<file path="src/rtl/btram_arbiter_if.sv">
`default_nettype none
// ============================================================================
// Module   : btram_arbiter_if
// Purpose  : PicoRV32 native memory handshake for one requester port
//            (valid/ready pulse, byte address, write data, byte strobes,
//            read data).
// Revision : 1.0  initial release
// ============================================================================
interface btram_arbiter_if #(
   parameter int DATA_WIDTH = 32
);
   logic                    valid;
   logic                    ready;
   logic [31:0]             addr;
   logic [DATA_WIDTH-1:0]   wdata;
   logic [3:0]              wstrb;
   logic [DATA_WIDTH-1:0]   rdata;

   // Requester side
   modport master (
      output valid, addr, wdata, wstrb,
      input  ready, rdata
   );

   // Arbiter side
   modport slave (
      input  valid, addr, wdata, wstrb,
      output ready, rdata
   );
endinterface
`default_nettype wire

</file>
<file path="src/rtl/btram_arbiter.sv">
`default_nettype none
// ============================================================================
// Module   : btram_arbiter
// Purpose  : Shares one single-port byte-enabled synchronous RAM (1-cycle
//            registered read) between two PicoRV32-style requesters.
//            Port 0 = CPU bus, port 1 = secondary master (loader / DMA).
//            Each access runs IDLE -> ISSUE -> RESP -> IDLE.
// Options  : BTRAM_ARB_RR_EN  defined   -> round-robin arbitration
//                             undefined -> fixed priority, port 0 wins
// Revision : 1.0  initial release
// ============================================================================
module btram_arbiter #(
   parameter  int DATA_WIDTH = 32,
   parameter  int DATA_DEPTH = 512,
   localparam int AW         = $clog2(DATA_DEPTH)
) (
   input  wire logic                  clock,
   input  wire logic                  resetn,
   btram_arbiter_if.slave             m0,
   btram_arbiter_if.slave             m1,
   output logic [AW-1:0]              ram_address,
   output logic [3:0]                 ram_byteena,
   output logic [DATA_WIDTH-1:0]      ram_data,
   output logic                       ram_wren,
   input  wire logic [DATA_WIDTH-1:0] ram_q,
   output logic                       grant,
   output logic                       busy
);

   localparam logic [1:0] S_IDLE  = 2'd0;
   localparam logic [1:0] S_ISSUE = 2'd1;
   localparam logic [1:0] S_RESP  = 2'd2;

   logic [1:0]            r_state;
   logic [1:0]            w_next_state;
   logic                  r_grant;
   logic [AW-1:0]         r_ram_address;
   logic [3:0]            r_ram_byteena;
   logic [DATA_WIDTH-1:0] r_ram_data;
   logic                  r_ram_wren;

   logic                  w_any_valid;
   logic                  w_winner;
   logic                  w_accept;
   logic [31:0]           w_sel_addr;
   logic [DATA_WIDTH-1:0] w_sel_wdata;
   logic [3:0]            w_sel_wstrb;
   logic                  w_unused_addr_bits;

   assign w_any_valid = m0.valid | m1.valid;
   assign w_accept    = (r_state == S_IDLE) && w_any_valid;

`ifdef BTRAM_ARB_RR_EN
   logic r_last_grant;

   // Round-robin: on contention the port that did not win last time wins
   always_comb begin
      w_winner = 1'b0;
      if (m0.valid && m1.valid) begin
         w_winner = ~r_last_grant;
      end else if (m1.valid) begin
         w_winner = 1'b1;
      end
   end

   // Remember the most recent winner for the next contention
   always_ff @(posedge clock or negedge resetn) begin
      if (!resetn) begin
         r_last_grant <= 1'b0;
      end else if (w_accept) begin
         r_last_grant <= w_winner;
      end
   end
`else
   // Fixed priority: port 1 only wins when port 0 is not requesting
   assign w_winner = ~m0.valid;
`endif

   assign w_sel_addr  = w_winner ? m1.addr  : m0.addr;
   assign w_sel_wdata = w_winner ? m1.wdata : m0.wdata;
   assign w_sel_wstrb = w_winner ? m1.wstrb : m0.wstrb;

   // Byte offset and bits above the RAM size are dropped, so addresses alias
   assign w_unused_addr_bits = ^{w_sel_addr[31:AW+2], w_sel_addr[1:0]};

   // State register
   always_ff @(posedge clock or negedge resetn) begin
      if (!resetn) begin
         r_state <= S_IDLE;
      end else begin
         r_state <= w_next_state;
      end
   end

   // Next-state logic: only IDLE waits, the rest of the sequence is fixed
   always_comb begin
      w_next_state = S_IDLE;
      case (r_state)
         S_IDLE:  w_next_state = w_any_valid ? S_ISSUE : S_IDLE;
         S_ISSUE: w_next_state = S_RESP;
         S_RESP:  w_next_state = S_IDLE;
         default: w_next_state = S_IDLE;
      endcase
   end

   // RAM request registers: loaded on accept, write strobe cleared after ISSUE
   always_ff @(posedge clock or negedge resetn) begin
      if (!resetn) begin
         r_grant       <= 1'b0;
         r_ram_address <= '0;
         r_ram_byteena <= '0;
         r_ram_data    <= '0;
         r_ram_wren    <= 1'b0;
      end else if (w_accept) begin
         r_grant       <= w_winner;
         r_ram_address <= w_sel_addr[AW+1:2];
         r_ram_byteena <= w_sel_wstrb;
         r_ram_data    <= w_sel_wdata;
         r_ram_wren    <= (w_sel_wstrb != 4'd0);
      end else if (r_state == S_ISSUE) begin
         r_ram_wren    <= 1'b0;
      end
   end

   // Outputs: completion pulse and read data routed to the granted port only
   always_comb begin
      m0.ready = 1'b0;
      m1.ready = 1'b0;
      m0.rdata = '0;
      m1.rdata = '0;
      busy     = (r_state != S_IDLE);
      if (r_state == S_RESP) begin
         if (r_grant) begin
            m1.ready = 1'b1;
            m1.rdata = ram_q;
         end else begin
            m0.ready = 1'b1;
            m0.rdata = ram_q;
         end
      end
   end

   assign grant       = r_grant;
   assign ram_address = r_ram_address;
   assign ram_byteena = r_ram_byteena;
   assign ram_data    = r_ram_data;
   assign ram_wren    = r_ram_wren;

endmodule
`default_nettype wire

</file>
<file path="src/flat_wrapper.sv">
// flat-port wrapper written by rule: the top's interface ports become plain ports
module btram_arbiter_flat 
#(
   parameter  int DATA_WIDTH = 32,
   parameter  int DATA_DEPTH = 512,
   localparam int AW         = $clog2(DATA_DEPTH)
)
  (clock, resetn, ram_address, ram_byteena, ram_data, ram_wren, ram_q, grant, busy, m0_valid, m0_addr, m0_wdata, m0_wstrb, m0_ready, m0_rdata, m1_valid, m1_addr, m1_wdata, m1_wstrb, m1_ready, m1_rdata);
  btram_arbiter_if #(.DATA_WIDTH(DATA_WIDTH)) m0_i ();
  btram_arbiter_if #(.DATA_WIDTH(DATA_WIDTH)) m1_i ();
  input  wire logic clock;
  input  wire logic resetn;
  output logic [AW-1:0] ram_address;
  output logic [3:0] ram_byteena;
  output logic [DATA_WIDTH-1:0] ram_data;
  output logic ram_wren;
  input  wire logic [DATA_WIDTH-1:0] ram_q;
  output logic grant;
  output logic busy;
  input wire logic [$bits(m0_i.valid)-1:0] m0_valid;
  input wire logic [$bits(m0_i.addr)-1:0] m0_addr;
  input wire logic [$bits(m0_i.wdata)-1:0] m0_wdata;
  input wire logic [$bits(m0_i.wstrb)-1:0] m0_wstrb;
  output wire logic [$bits(m0_i.ready)-1:0] m0_ready;
  output wire logic [$bits(m0_i.rdata)-1:0] m0_rdata;
  input wire logic [$bits(m1_i.valid)-1:0] m1_valid;
  input wire logic [$bits(m1_i.addr)-1:0] m1_addr;
  input wire logic [$bits(m1_i.wdata)-1:0] m1_wdata;
  input wire logic [$bits(m1_i.wstrb)-1:0] m1_wstrb;
  output wire logic [$bits(m1_i.ready)-1:0] m1_ready;
  output wire logic [$bits(m1_i.rdata)-1:0] m1_rdata;
  assign m0_i.valid = m0_valid;
  assign m0_i.addr = m0_addr;
  assign m0_i.wdata = m0_wdata;
  assign m0_i.wstrb = m0_wstrb;
  assign m0_ready = m0_i.ready;
  assign m0_rdata = m0_i.rdata;
  assign m1_i.valid = m1_valid;
  assign m1_i.addr = m1_addr;
  assign m1_i.wdata = m1_wdata;
  assign m1_i.wstrb = m1_wstrb;
  assign m1_ready = m1_i.ready;
  assign m1_rdata = m1_i.rdata;
  btram_arbiter #(.DATA_WIDTH(DATA_WIDTH), .DATA_DEPTH(DATA_DEPTH)) u_core (.clock(clock), .resetn(resetn), .m0(m0_i), .m1(m1_i), .ram_address(ram_address), .ram_byteena(ram_byteena), .ram_data(ram_data), .ram_wren(ram_wren), .ram_q(ram_q), .grant(grant), .busy(busy));
endmodule
</file>
<file path="config.mk">
export PLATFORM = sky130hd
export DESIGN_NAME = btram_arbiter_flat
export DESIGN_NICKNAME = d
export VERILOG_FILES = /design/src/rtl/btram_arbiter_if.sv /design/src/rtl/btram_arbiter.sv /design/src/flat_wrapper.sv
export SDC_FILE = /design/constraint.sdc
export NUM_CORES = 1
export LEC_CHECK = 0
export BUFFER_PORTS_ARGS = -buffer_cell sky130_fd_sc_hd__clkbuf_2
export CORE_AREA = 2 2 111 113
export CTS_CLUSTER_DIAMETER = 200
export DETAILED_ROUTE_END_ITERATION = 10
export DIE_AREA = 0 0 113 115
export PLACE_DENSITY_LB_ADDON = 0.1
export SYNTH_ARGS = -nofsm -noshare
export SYNTH_HDL_FRONTEND = slang
export SYNTH_SLANG_ARGS = --single-unit
export TNS_END_PERCENT = 5
</file>
<file path="constraint.sdc">
create_clock -name clock -period 1.6 [get_ports clock]
set_input_delay 0.16 -clock clock [delete_from_list [all_inputs] [get_ports clock]]
set_output_delay 0.16 -clock clock [all_outputs]
set_load 0.01 [all_outputs]
</file>
* Yosys cells after proc, flatten, opt, wreduce, memory -nomap -nowiden
Cells that the tools add are included.
** Cells by class
- Equality and inequality tests :: 2
- Muxes and demuxes :: 15
- Bitwise gates (word level) :: 2
- Reduce and logical (&&, ||, !) cells :: 5
** Operators by type and width (number)
- 32-bit 2-to-1 mux :: 5
- 11-bit 2-to-1 mux :: 1
- 1-bit 2-to-1 mux :: 7
- 4-bit 2-to-1 mux :: 1
- 2-bit one-hot mux with 2 select lines :: 1
- 2-bit nonzero test :: 2
- 4-bit nonzero test :: 1
- 2-bit by 1-bit equality test with 1-bit output, second input constant :: 1
- 2-bit equality test, second input constant :: 1
- 2-bit logical NOT :: 1
- 1-bit logical AND :: 1
- 1-bit inverter :: 1
- 1-bit bitwise OR :: 1
** Storage, ports and cells
- Flip-flop bits (word level) :: 49
- Logic and storage cells :: 30

* Logic depth before layout (Yosys ltp)
Gate-level depths: netlist of the first run.
- Word-level depth :: 3
- Depth in mapped cells :: 5
- Mapped depth without buffers :: 3

* Least setup slack after synthesis of the first run
Ideal clock, no wire load.
- Kind :: register to register
- From :: register u_core.r_state[1]
- To :: register u_core.r_ram_byteena[3] (netlist: u_core.ram_byteena[3])
- Library setup time :: 0.125 ns
- Arrival :: 1.376 ns
- Required time :: 1.475 ns
- Slack :: 0.099 ns
- Cell stages (with the launch flop) :: 4
- Cell sequence :: dfrtp_1 nor3_4 buf_6 mux2_2
** On the way
- Cells in the longest elaborated chain, start to end :: 2
** RTL lines
- from (decl) :: line btram_arbiter.sv:34 : logic [1:0] r_state;
- from (signal assigned) :: line btram_arbiter.sv:91 : r_state <= w_next_state;
- 2-bit logical NOT :: line btram_arbiter.sv:51 : assign w_accept = (r_state == S_IDLE) && w_any_valid;
- 1-bit logical AND :: line btram_arbiter.sv:51
- to (signal assigned) :: line btram_arbiter.sv:117 : r_ram_byteena <= w_sel_wstrb;
- to (decl) :: line btram_arbiter.sv:38 : logic [3:0] r_ram_byteena;
No other way between the ends.
A chain may end at the register's enable or synchronous reset.

* Final worst setup path of the first run
- From :: register u_core.r_state[0]
- To :: output m1_rdata[14]
** On the way
- Cells in the longest elaborated chain, start to end :: 2
** RTL lines
- 2-bit equality test :: line btram_arbiter.sv:132 : if (r_state == S_RESP) begin
- 32-bit 2-to-1 mux :: line btram_arbiter.sv:132
- to (decl) :: line flat_wrapper.sv:31 : output wire logic [$bits(m1_i.rdata)-1:0] m1_rdata;
No other way between the ends.

==> metrics.md, run 1 <==
| Metric | Value |
|---|---|
| Sequential-to-total area share from yosys stat | `43.1%` |
| Die W | `approximately 110 µm` |
| Delay of the slowest critical-path stage | `between 0.4 and 0.5 ns` |
| H-Tree Depth | `2` |
| Met2 wire length | `~4.4 mm` |
| Core footprint | `0.0118 mm²` |
| Synth top area cells | `dfrtp_1 43%, mux2_2 35%, and2_1 14%` |
| Layout cells sized above 1 | `73.9%` |
| # rows | `40` |
| Clock slew at reported path FFs | `~0.07 ns` |
| Crit path capture type | `output pin` |
| Initial Util | `24.1%` |
| Final period utilization | `just under 100%` |
| IO Count | `around 290` |
| Vias in the first global route | `between 2000 and 3000` |
| Lkg Pwr | `roughly 0.0023 µW` |
| Met3 WL | `811 µm` |
| RSZ-0062 raised after global routing | `true` |
| GP Congestion | `just under 0.7` |
| WP data required | `1.44 ns` |
| Port buffer count | `between 200 and 250` |
| Maximum vdd drop | `approximately 630 µV` |
| Initial DRT Pass Iterations | `7` |
| Crit-path max FO | `33` |
| Antenna cell count | `0` |
| First DRT Iteration DRCs | `91` |
| Fmax | `between 600 and 700 MHz` |
| DP Area | `between 0.004 and 0.005 mm²` |
| Syn_nets | `~410` |
| Status | `complete, but fails checks` |
| PD cells | `approximately 1500 mW/mm²` |
| Die area | `0.0130 mm²` |
| R2r setup slk | `around 0.030 ns` |
| Post-synth top area cell | `dfrtp_1` |
| CTS buffer count | `5` |
| Crit-path cells | `and3b_2 > buf_12 > and2_1 > clkbuf_2` |
| Max cap viols | `0` |
| Final instance area | `about 0.0044 mm²` |
| Cell Count, Final, Fillers Out | `slightly above 600` |
| Hold crit path type | `input pin to flop` |
| WL per Instance | `13.4 µm` |
| DP Wirelength | `about 6.7 mm` |
| FF-to-FF Start | `u_core.r_state[0]` |
| Gr usage total | `approximately an eighth` |
| First-pass GRT wire length | `12.7 mm` |
| Min-Delay Startpoint | `m1_valid` |
| Worst R2R Path Depth | `4` |
| Slew @ Worst Pin | `just under 0.3 ns` |
| Syn_area_per_cell | `between 10 and 15 µm²` |
| Most common cell after layout, fill and taps aside | `clkbuf_2` |
| Crit Path Category | `flop to output pin` |
| Mapped Cells | `roughly 230` |
| Skew final | `roughly 0.0090 ns` |
| Total grt overflow | `0` |
| Post-Place Cells | `between 600 and 700` |
| Hold Path Depth | `3` |
| Commonest non-fill, non-tap cells in the layout | `208 x clkbuf_2, 89 x mux2_2, 62 x and2_1` |
| Hold Vio Cnt, Final | `0` |
| Wirelength, routed | `~8.4 mm` |
| Post-layout net count | `648` |
| Worst Hold Slack | `roughly 0.19 ns` |
| Reg-to-reg endpoint | `u_core.ram_data[5]` |
| Root Buffer | `clkbuf_16` |
| Hold EP | `u_core.grant` |
| Area grow syn2layout | `56.2%` |
| Mapped Area | `0.00284 mm²` |
| Met1 wire length | `roughly 3.1 mm` |
| Largest net degree at the start of global routing | `50` |
| Initial antenna violation count | `0` |
| Clk sinks | `49` |
| Register bit total from synthesis | `49` |
| Tmin final | `approximately 1.6 ns` |
| Top Layer Used | `met4` |
| DR vias | `around 2700` |
| Die Y | `approximately 120 µm` |
| Slowest-stage cell, CP | `dfrtp_2` |
| Max Root-Sink Buffers | `2` |
| Critical path arrival | `~1.4 ns` |
| CTS tree | `yes` |
| Antenna viol nets, final | `0` |
| Pins over their slew limit | `0` |
| Synth warnings | `0` |
| Violated checks | `design-rule violations` |
| Clk Latency, worst-skew pair | `0.28 ns` |
| DRC | `20` |
| Area share of the largest cell type after synthesis | `roughly 43%` |
| Critical Path Source Type | `flop` |
| Setup-failing EPs final | `0` |
| Rel. slew slack | `80.6%` |
| Via density per instance | `4.26` |
| Unique cell type count in the Yosys netlist | `20` |
metrics by stage:
stage          power, µW  setup WS, ns   TNS, ns  util, %
6_report            6520        0.0165         0     37.6
2_1_floorplan       4120        0.0989         0        -
3_5_place_dp        5550        0.0892         0     36.0
4_1_cts             6660      -0.00788  -0.00856     37.5
3_3_place_gp        5510         0.107         0     36.0
5_1_grt             7000       -0.0527     -2.04     37.6
where the power goes:
group | internal [µW] | total, µW | switching [µW]
Combinational | 1740 | 3280 | 1540
Sequential | 1890 | 2240 | 349
Clock | 574 | 1010 | 433
repair_timing:
item | CTS | global route
hold endpoints to repair | 49 | 0
pin swaps | 3 | 2
hold buffers | 1 | 0
gates resized for setup | 7 | 32
endpoints found under the setup margin | 64 | 98
setup buffers | 1 | 1
layout make-up:
type	count	area (µm²)
Timing Repair Buffer	250	1350
Clock inverter	1	8.76
Sequential cell	49	1230
Tap cell	147	184
Multi-Input combinational cell	169	1540
Inverter	1	3.75
Clock buffer	6	129
Fill cell	1220	7370
Yosys cell counts:
cell type   n
mux2_2     89
and2_1     64
dfrtp_1    49
clkbuf_1    8
buf_6       4
buf_2       3
a21oi_1     2
nor2_1      2
or4_1       2
a32oi_1     1
and3b_1     1
inv_1       1
mux2_1      1
nand2_1     1
nand3_1     1
nand3b_1    1
nor2b_1     1
nor3_4      1
nor3b_2     1
nor4b_1     1
critical path: cells and delay by family (launching register included):
kind,cells,cell delay (ns)
DFF,1,0.43
and+or+nand+nor,2,0.41
buffers and inverters,2,0.29
registers in the layout, indices dropped and copies added, names as in the netlist:
name and cells:
u_core.grant 1, u_core.r_state 2, u_core.ram_address 9, u_core.ram_byteena 4, u_core.ram_data 32, u_core.ram_wren 1
metal layers:
metal,GRT usage [%],vias up
met4,2.93,0
li1,-,1282
met1,13.4,1227
met2,23.3,140
met3,3.53,2
met5,0,-
worst max path at each step:
stage | start | end | slack (ns)
2_1_floorplan | u_core.r_state[1] | u_core.ram_byteena[3] | 0.1
3_3_place_gp | u_core.r_state[1] | u_core.ram_data[5] | 0.11
3_5_place_dp | u_core.r_state[1] | u_core.ram_data[5] | 0.09
4_1_cts | u_core.r_state[1] | m0_rdata[20] | -0.008
5_1_grt | u_core.grant | m0_rdata[9] | -0.05
6_report | u_core.r_state[0] | m1_rdata[14] | 0.02
cell families (layout without fill, tap and decap cells):
logic type | after synthesis | count (layout) | share of synthesized area [%]
AND/OR/NAND/NOR | 76 | 76 | 17.3
flip-flops | 49 | 49 | 43.1
buffers and inverters | 16 | 258 | 3.30
AO/OA/AOI/OAI | 3 | 3 | 0.660
multiplexers | 90 | 90 | 35.6
(Power assumes the default switching activity.)
==> run 2, diff against run 1 <==
Settings changed: BUFFER_PORTS_ARGS -buffer_cell sky130_fd_sc_hd__clkbuf_2 to -buffer_cell sky130_fd_sc_hd__buf_4, CORE_AREA 2 2 111 113 to 2 2 112 114, DIE_AREA 0 0 113 115 to 0 0 114 116, HOLD_SLACK_MARGIN set to 0.05.
Clock period 1.6 ns to 1.9 ns, I/O delays scaled along.
==> metrics.md, run 2 (synthesis results as in run 1) <==
| Metric | Value |
|---|---|
| Delay of the slowest critical-path stage | `0.46 ns (+0.03 ns)` |
| Most frequent CP cell | `buf_4` |
| Clk Latency, worst-skew pair | `0.28 ns (about the same)` |
| Fillers | `1191 (-2.4%)` |
| Crit Path Category | `flop to output pin` |
| Hold crit path type | `input pin to flop` |
| FF-to-FF Start | `u_core.r_state[1]` |
| Lkg Pwr | `0.00246 µW (+5.2%)` |
| Crit-path cells | `nor3b_2 > buf_4 > and2_1 > buf_4` |
| TNS Setup | `0 ns (unchanged)` |
| Die area | `0.0132 mm² (+1.8%)` |
| Setup-failing EPs final | `0 (unchanged)` |
| Total power | `5980 µW (-8.3%)` |
| Wirelength, routed | `8.98 mm (+7.3%)` |
| Pins over their slew limit | `0 (unchanged)` |
| DR vias | `2643 (-0.30%)` |
| First-pass GRT wire length | `13.5 mm (+6.1%)` |
| Clock slew at reported path FFs | `0.07 ns (about the same)` |
| Status | `completed` |
| Die Y | `116 µm (+0.87%)` |
| First DRT Iteration DRCs | `67 (-26%)` |
| Max Root-Sink Buffers | `2 (unchanged)` |
| Initial Util | `23.9% (-0.20 points)` |
| Min-Delay Startpoint | `m1_valid` |
| Hold Path Depth | `3 (unchanged)` |
| Tmin final | `about 1.7 ns` |
| Most common cell after layout, fill and taps aside | `buf_4` |
| WP data required | `1.71 ns (+0.27 ns)` |
| Crit-path max FO | `21 (-36%)` |
| CTS resizes | `0 (-7)` |
| Post-layout net count | `644 (-0.62%)` |
| CTS tree | `yes` |
| Slew @ Worst Pin | `0.631 ns (+0.340 ns)` |
| Max cap viols | `0 (unchanged)` |
| CTS buffer count | `5 (unchanged)` |
| Critical Path Source Type | `flop` |
| R2r setup slk | `0.41 ns (+0.38 ns)` |
| Core footprint | `0.0119 mm² (+0.85%)` |
| Critical path arrival | `1.52 ns (+0.10 ns)` |
| Final Util | `41.8% (+4.1 points)` |
| Vias in the first global route | `2610 (+3.5%)` |
| PD cells | `1200 mW/mm² (-18%)` |
| Rel. slew slack | `58.0% (-23 points)` |
| Initial antenna violation count | `0 (unchanged)` |
| Maximum vdd drop | `519 µV (-18%)` |
| Antenna cell count | `0 (unchanged)` |
| Layout cells sized above 1 | `72.7% (-1.2 points)` |
| H-Tree Depth | `2 (unchanged)` |
| Worst R2R Path Depth | `3 (-1)` |
| Final period utilization | `approximately nine tenths` |
| IO Count | `286 (unchanged)` |
| Fmax | `between 500 and 600 MHz` |
| Gr usage total | `13.0% (+0.73 points)` |
| Max reg flops | `32 (unchanged)` |
| WL per Instance | `14.5 µm (+7.8%)` |
| Via density per instance | `4.26 (+0.18%)` |
| DP Wirelength | `7.15 mm (+7.0%)` |
| Antenna viol nets, final | `0 (unchanged)` |
| Area grow syn2layout | `74.9%` |
| GP Congestion | `0.670 (-2.0%)` |
| Slowest-stage cell, CP | `dfrtp_1` |
| Hold Vio Cnt, Final | `0 (unchanged)` |
| Reg-to-reg endpoint | `u_core.ram_data[9]` |
| Hold EP | `u_core.grant` |
| Root Buffer | `clkbuf_16` |
| Largest net degree at the start of global routing | `50 (unchanged)` |
| Clk sinks | `49 (unchanged)` |
| Crit path capture type | `output pin` |
| Die W | `114 µm (+0.88%)` |
| Initial DRT Pass Iterations | `4 (-3)` |
| RSZ-0062 raised after global routing | `false` |
| Skew final | `0.00991 ns (+0.000915 ns)` |
| # rows | `40 (unchanged)` |
| Total grt overflow | `0 (unchanged)` |
| DRC | `0 (-100%)` |
| Commonest non-fill, non-tap cells in the layout | `243 x buf_4, 89 x mux2_2, 64 x and2_1` |
| Port buffer count | `239 (unchanged)` |
run 2: changes by cell type in the layout (fill, tap and decap cells not counted), sizes merged:
cell	previous run	this run
buf	41	245
clkbuf	214	7
clkinv	1	0
inv	1	2
run 2: worst max-delay path, delay by kind of cell (launching register included):
family	cells	cell delay, ns
buffers and inverters	2	0.36
DFF	1	0.46
and+or+nand+nor	2	0.41
run 2: repair_timing:
| item | 4_1_cts | 5_1_grt |
|---|---|---|
| hold endpoints to repair | 49 | 0 |
| hold buffers | 1 | 0 |
| setup buffers | 0 | 0 |
run 2: worst max-delay path by stage:
stage / from / to / slack [ns] / cells past startpoint
6_report: u_core.r_state[1] / m0_rdata[15] / 0.19 / 4
5_1_grt: u_core.r_state[1] / m0_rdata[15] / 0.06 / 4
4_1_cts: u_core.r_state[1] / m0_rdata[15] / 0.14 / 4
3_5_place_dp: m0_valid / u_core.ram_data[25] / 0.29 / 5
3_3_place_gp: m0_valid / u_core.ram_data[30] / 0.31 / 5
2_1_floorplan: u_core.r_state[1] / u_core.ram_byteena[3] / 0.40 / 3
run 2: final cells by class:
type,count,area [µm²],share of cell area [%]
Clock buffer,7,153,3.07
Clock inverter,1,8.76,0.176
Inverter,1,3.75,0.0755
Multi-Input combinational cell,169,1520,30.6
Sequential cell,49,1230,24.7
Tap cell,147,184,3.70
Timing Repair Buffer,246,1870,37.7
run 2: per-layer routing:
| layer | GRT usage, % | routed length (µm) | share of wire (%) | vias up |
|---|---|---|---|---|
| li1 | - | - | - | 1276 |
| met1 | 14.3 | 3270 | 36 | 1230 |
| met2 | 24.0 | 4750 | 53 | 135 |
| met3 | 4.65 | 918 | 10 | 2 |
| met4 | 2.93 | 43 | 0.48 | 0 |
| met5 | 0 | 0 | 0 | - |
run 2: per-stage QoR:
| stage | cell area (µm²) | setup WS [ns] | cells | hold slack (ns) |
|---|---|---|---|---|
| 2_1_floorplan | 2840 | 0.399 | 234 | -0.106 |
| 3_5_place_dp | 4800 | 0.291 | 611 | 0.270 |
| 4_1_cts | 4970 | 0.135 | 620 | 0.199 |
| 3_3_place_gp | 4800 | 0.311 | 611 | 0.272 |
| 6_report | 4970 | 0.189 | 620 | 0.207 |
| 5_1_grt | 4970 | 0.0552 | 620 | 0.244 |
run 2: report_power, final:
| part | switching [µW] | internal [µW] |
|---|---|---|
| Sequential | 300 | 1580 |
| Combinational | 1290 | 1860 |
| Clock | 382 | 565 |
==> run 3, diff against run 2 <==
Clock period 1.9 ns to 2.2 ns, I/O delays scaled along.
==> metrics.md, run 3 (synthesis results as in run 1) <==
| Metric | Value |
|---|---|
| First DRT Iteration DRCs | `61 (-9.0%)` |
| Post-layout net count | `643 (-0.16%)` |
| Area grow syn2layout | `75.3%` |
| Lkg Pwr | `0.00246 µW (about the same)` |
| Vias in the first global route | `2543 (-2.6%)` |
| Antenna cell count | `0 (unchanged)` |
| # rows | `40 (unchanged)` |
| Gr usage total | `13.0% (-0.014 points)` |
| Clk Latency, worst-skew pair | `0.28 ns (about the same)` |
| Worst R2R Path Depth | `3 (unchanged)` |
| Most common cell after layout, fill and taps aside | `buf_4` |
| Critical Path Source Type | `flop` |
| Wirelength, routed | `9.09 mm (+1.2%)` |
| Net Sw Frac | `32.7% (-0.32 points)` |
| Hold Path Depth | `3 (unchanged)` |
| DP Area | `0.00481 mm² (+0.10%)` |
| Via density per instance | `4.27 (about the same)` |
| Final instance area | `0.00498 mm² (+0.23%)` |
| Final period utilization | `83.6%` |
| Die Y | `116 µm (unchanged)` |
| IO Count | `286 (unchanged)` |
| GP Congestion | `0.681 (+1.6%)` |
| Psw | `1710 µW (-13%)` |
| Setup-failing EPs final | `0 (unchanged)` |
| Largest net degree at the start of global routing | `50 (unchanged)` |
| Max Root-Sink Buffers | `2 (unchanged)` |
| CTS buffer count | `5 (unchanged)` |
| Pins over their slew limit | `0 (unchanged)` |
| Fmax | `between 500 and 600 MHz` |
| Reg power frac | `31.0% (-0.5 points)` |
| Skew final | `0.00621 ns (-0.00370 ns)` |
| Critical path arrival | `1.62 ns (+0.10 ns)` |
| Final Util | `41.8% (+0.094 points)` |
| Crit path capture type | `output pin` |
| Hold Vio Cnt, Final | `0 (unchanged)` |
| Die area | `0.0132 mm² (unchanged)` |
| Combinational power share | `52.3% (-0.4 points)` |
| H-Tree Depth | `2 (unchanged)` |
| Commonest non-fill, non-tap cells in the layout | `241 x buf_4, 89 x mux2_2, 64 x and2_1` |
| Total grt overflow | `0 (unchanged)` |
| Antenna viol nets, final | `0 (unchanged)` |
| Int Pwr | `3520 µW (-12%)` |
| Hold crit path type | `input pin to flop` |
| Status | `completed` |
| Clock slew at reported path FFs | `0.06 ns (about the same)` |
| Maximum vdd drop | `554 µV (+6.8%)` |
| PD cells | `1050 mW/mm² (-13%)` |
| Core footprint | `0.0119 mm² (unchanged)` |
| R2r setup slk | `0.70 ns (+0.29 ns)` |
| CTS tree | `yes` |
| Max cap viols | `0 (unchanged)` |
| Rel. slew slack | `57.5% (-0.42 points)` |
| Fillers | `1180 (-0.92%)` |
| DP Wirelength | `7.17 mm (+0.25%)` |
| Slew @ Worst Pin | `0.637 ns (+0.00635 ns)` |
| Initial Util | `23.9% (unchanged)` |
| Initial antenna violation count | `0 (unchanged)` |
| DR vias | `2641 (-0.076%)` |
| Worst Hold Slack | `0.255 ns (+0.0486 ns)` |
| Crit Path Category | `flop to output pin` |
| Crit-path max FO | `26 (+24%)` |
| Initial DRT Pass Iterations | `3 (-1)` |
| Port buffer count | `239 (unchanged)` |
| Die W | `114 µm (unchanged)` |
| Clk sinks | `49 (unchanged)` |
| Root Buffer | `clkbuf_16` |
| RSZ-0062 raised after global routing | `false` |
| Post-Place Cells | `610 (-0.16%)` |
| First-pass GRT wire length | `13.4 mm (-0.82%)` |
| Tmin final | `approximately 1.8 ns` |
| Cell Count, Final, Fillers Out | `619 (-0.16%)` |
| Layout cells sized above 1 | `72.5% (-0.27 points)` |
| DRC | `0 (unchanged)` |
| WL per Instance | `14.7 µm (+1.4%)` |
| WP data required | `1.98 ns (+0.27 ns)` |
| TNS Setup | `0 ns (unchanged)` |
| Max reg flops | `32 (unchanged)` |
| Clock power frac | `16.7% (+0.9 points)` |
## run 3: repair_timing
item,CTS,global route
resized for setup,0,0
hold endpoints to repair,49,0
buffers inserted,0,0
setup endpoints to repair,0,0
hold buffers,1,0
## run 3: worst paths after layout
check / start / end
worst max-delay path: u_core.r_state[0] / m1_rdata[11]
worst min-delay path: m1_valid / u_core.grant
min in group asynchronous: resetn / u_core.ram_address[2]
worst max register to register: u_core.r_state[1] / u_core.ram_data[27]
worst min register to register: u_core.ram_data[21] / u_core.ram_data[21]
max in group asynchronous: resetn / u_core.ram_data[11]
## run 3: through the flow
| step | power, µW | worst slack (ns) |
|---|---|---|
| global route | 5600 | 0.247 |
| CTS | 5350 | 0.319 |
| floorplan | 2990 | 0.699 |
| detailed placement | 4450 | 0.549 |
| global placement | 4410 | 0.562 |
| finish | 5230 | 0.361 |
## run 3: cell type report
type	instances	area [µm²]	share of cell area [%]
inverters	1	3.75	0.0753
well taps	147	184	3.69
flip-flops and latches	49	1230	24.6
clock buffers	6	129	2.59
multi-input cells	169	1520	30.6
repair buffers	245	1880	37.7
clock inverters	2	38.8	0.778
## run 3: routing by layer
layer / up-vias / GRT usage [%] / part of all wire [%]
met5: - / 0 / 0
met4: 0 / 3.25 / 1.2
met3: 8 / 3.97 / 9.7
met2: 140 / 23.7 / 52
met1: 1215 / 14.8 / 37
li1: 1278 / - / -
## run 3: power groups by stage
stage / Combinational, µW / Clock (µW) / Sequential, µW
CTS: 2810 / 914 / 1630
detailed placement: 2810 / 0 / 1640
floorplan: 1160 / 0 / 1840
global placement: 2790 / 0 / 1630
global route: 2950 / 950 / 1690
finish: 2740 / 871 / 1620
## run 3: critical path, stage by stage (launching register included)
cell and delay, ns:
dfrtp_1 0.45, and3b_1 0.43, buf_12 0.20, and2_1 0.14, buf_4 0.12
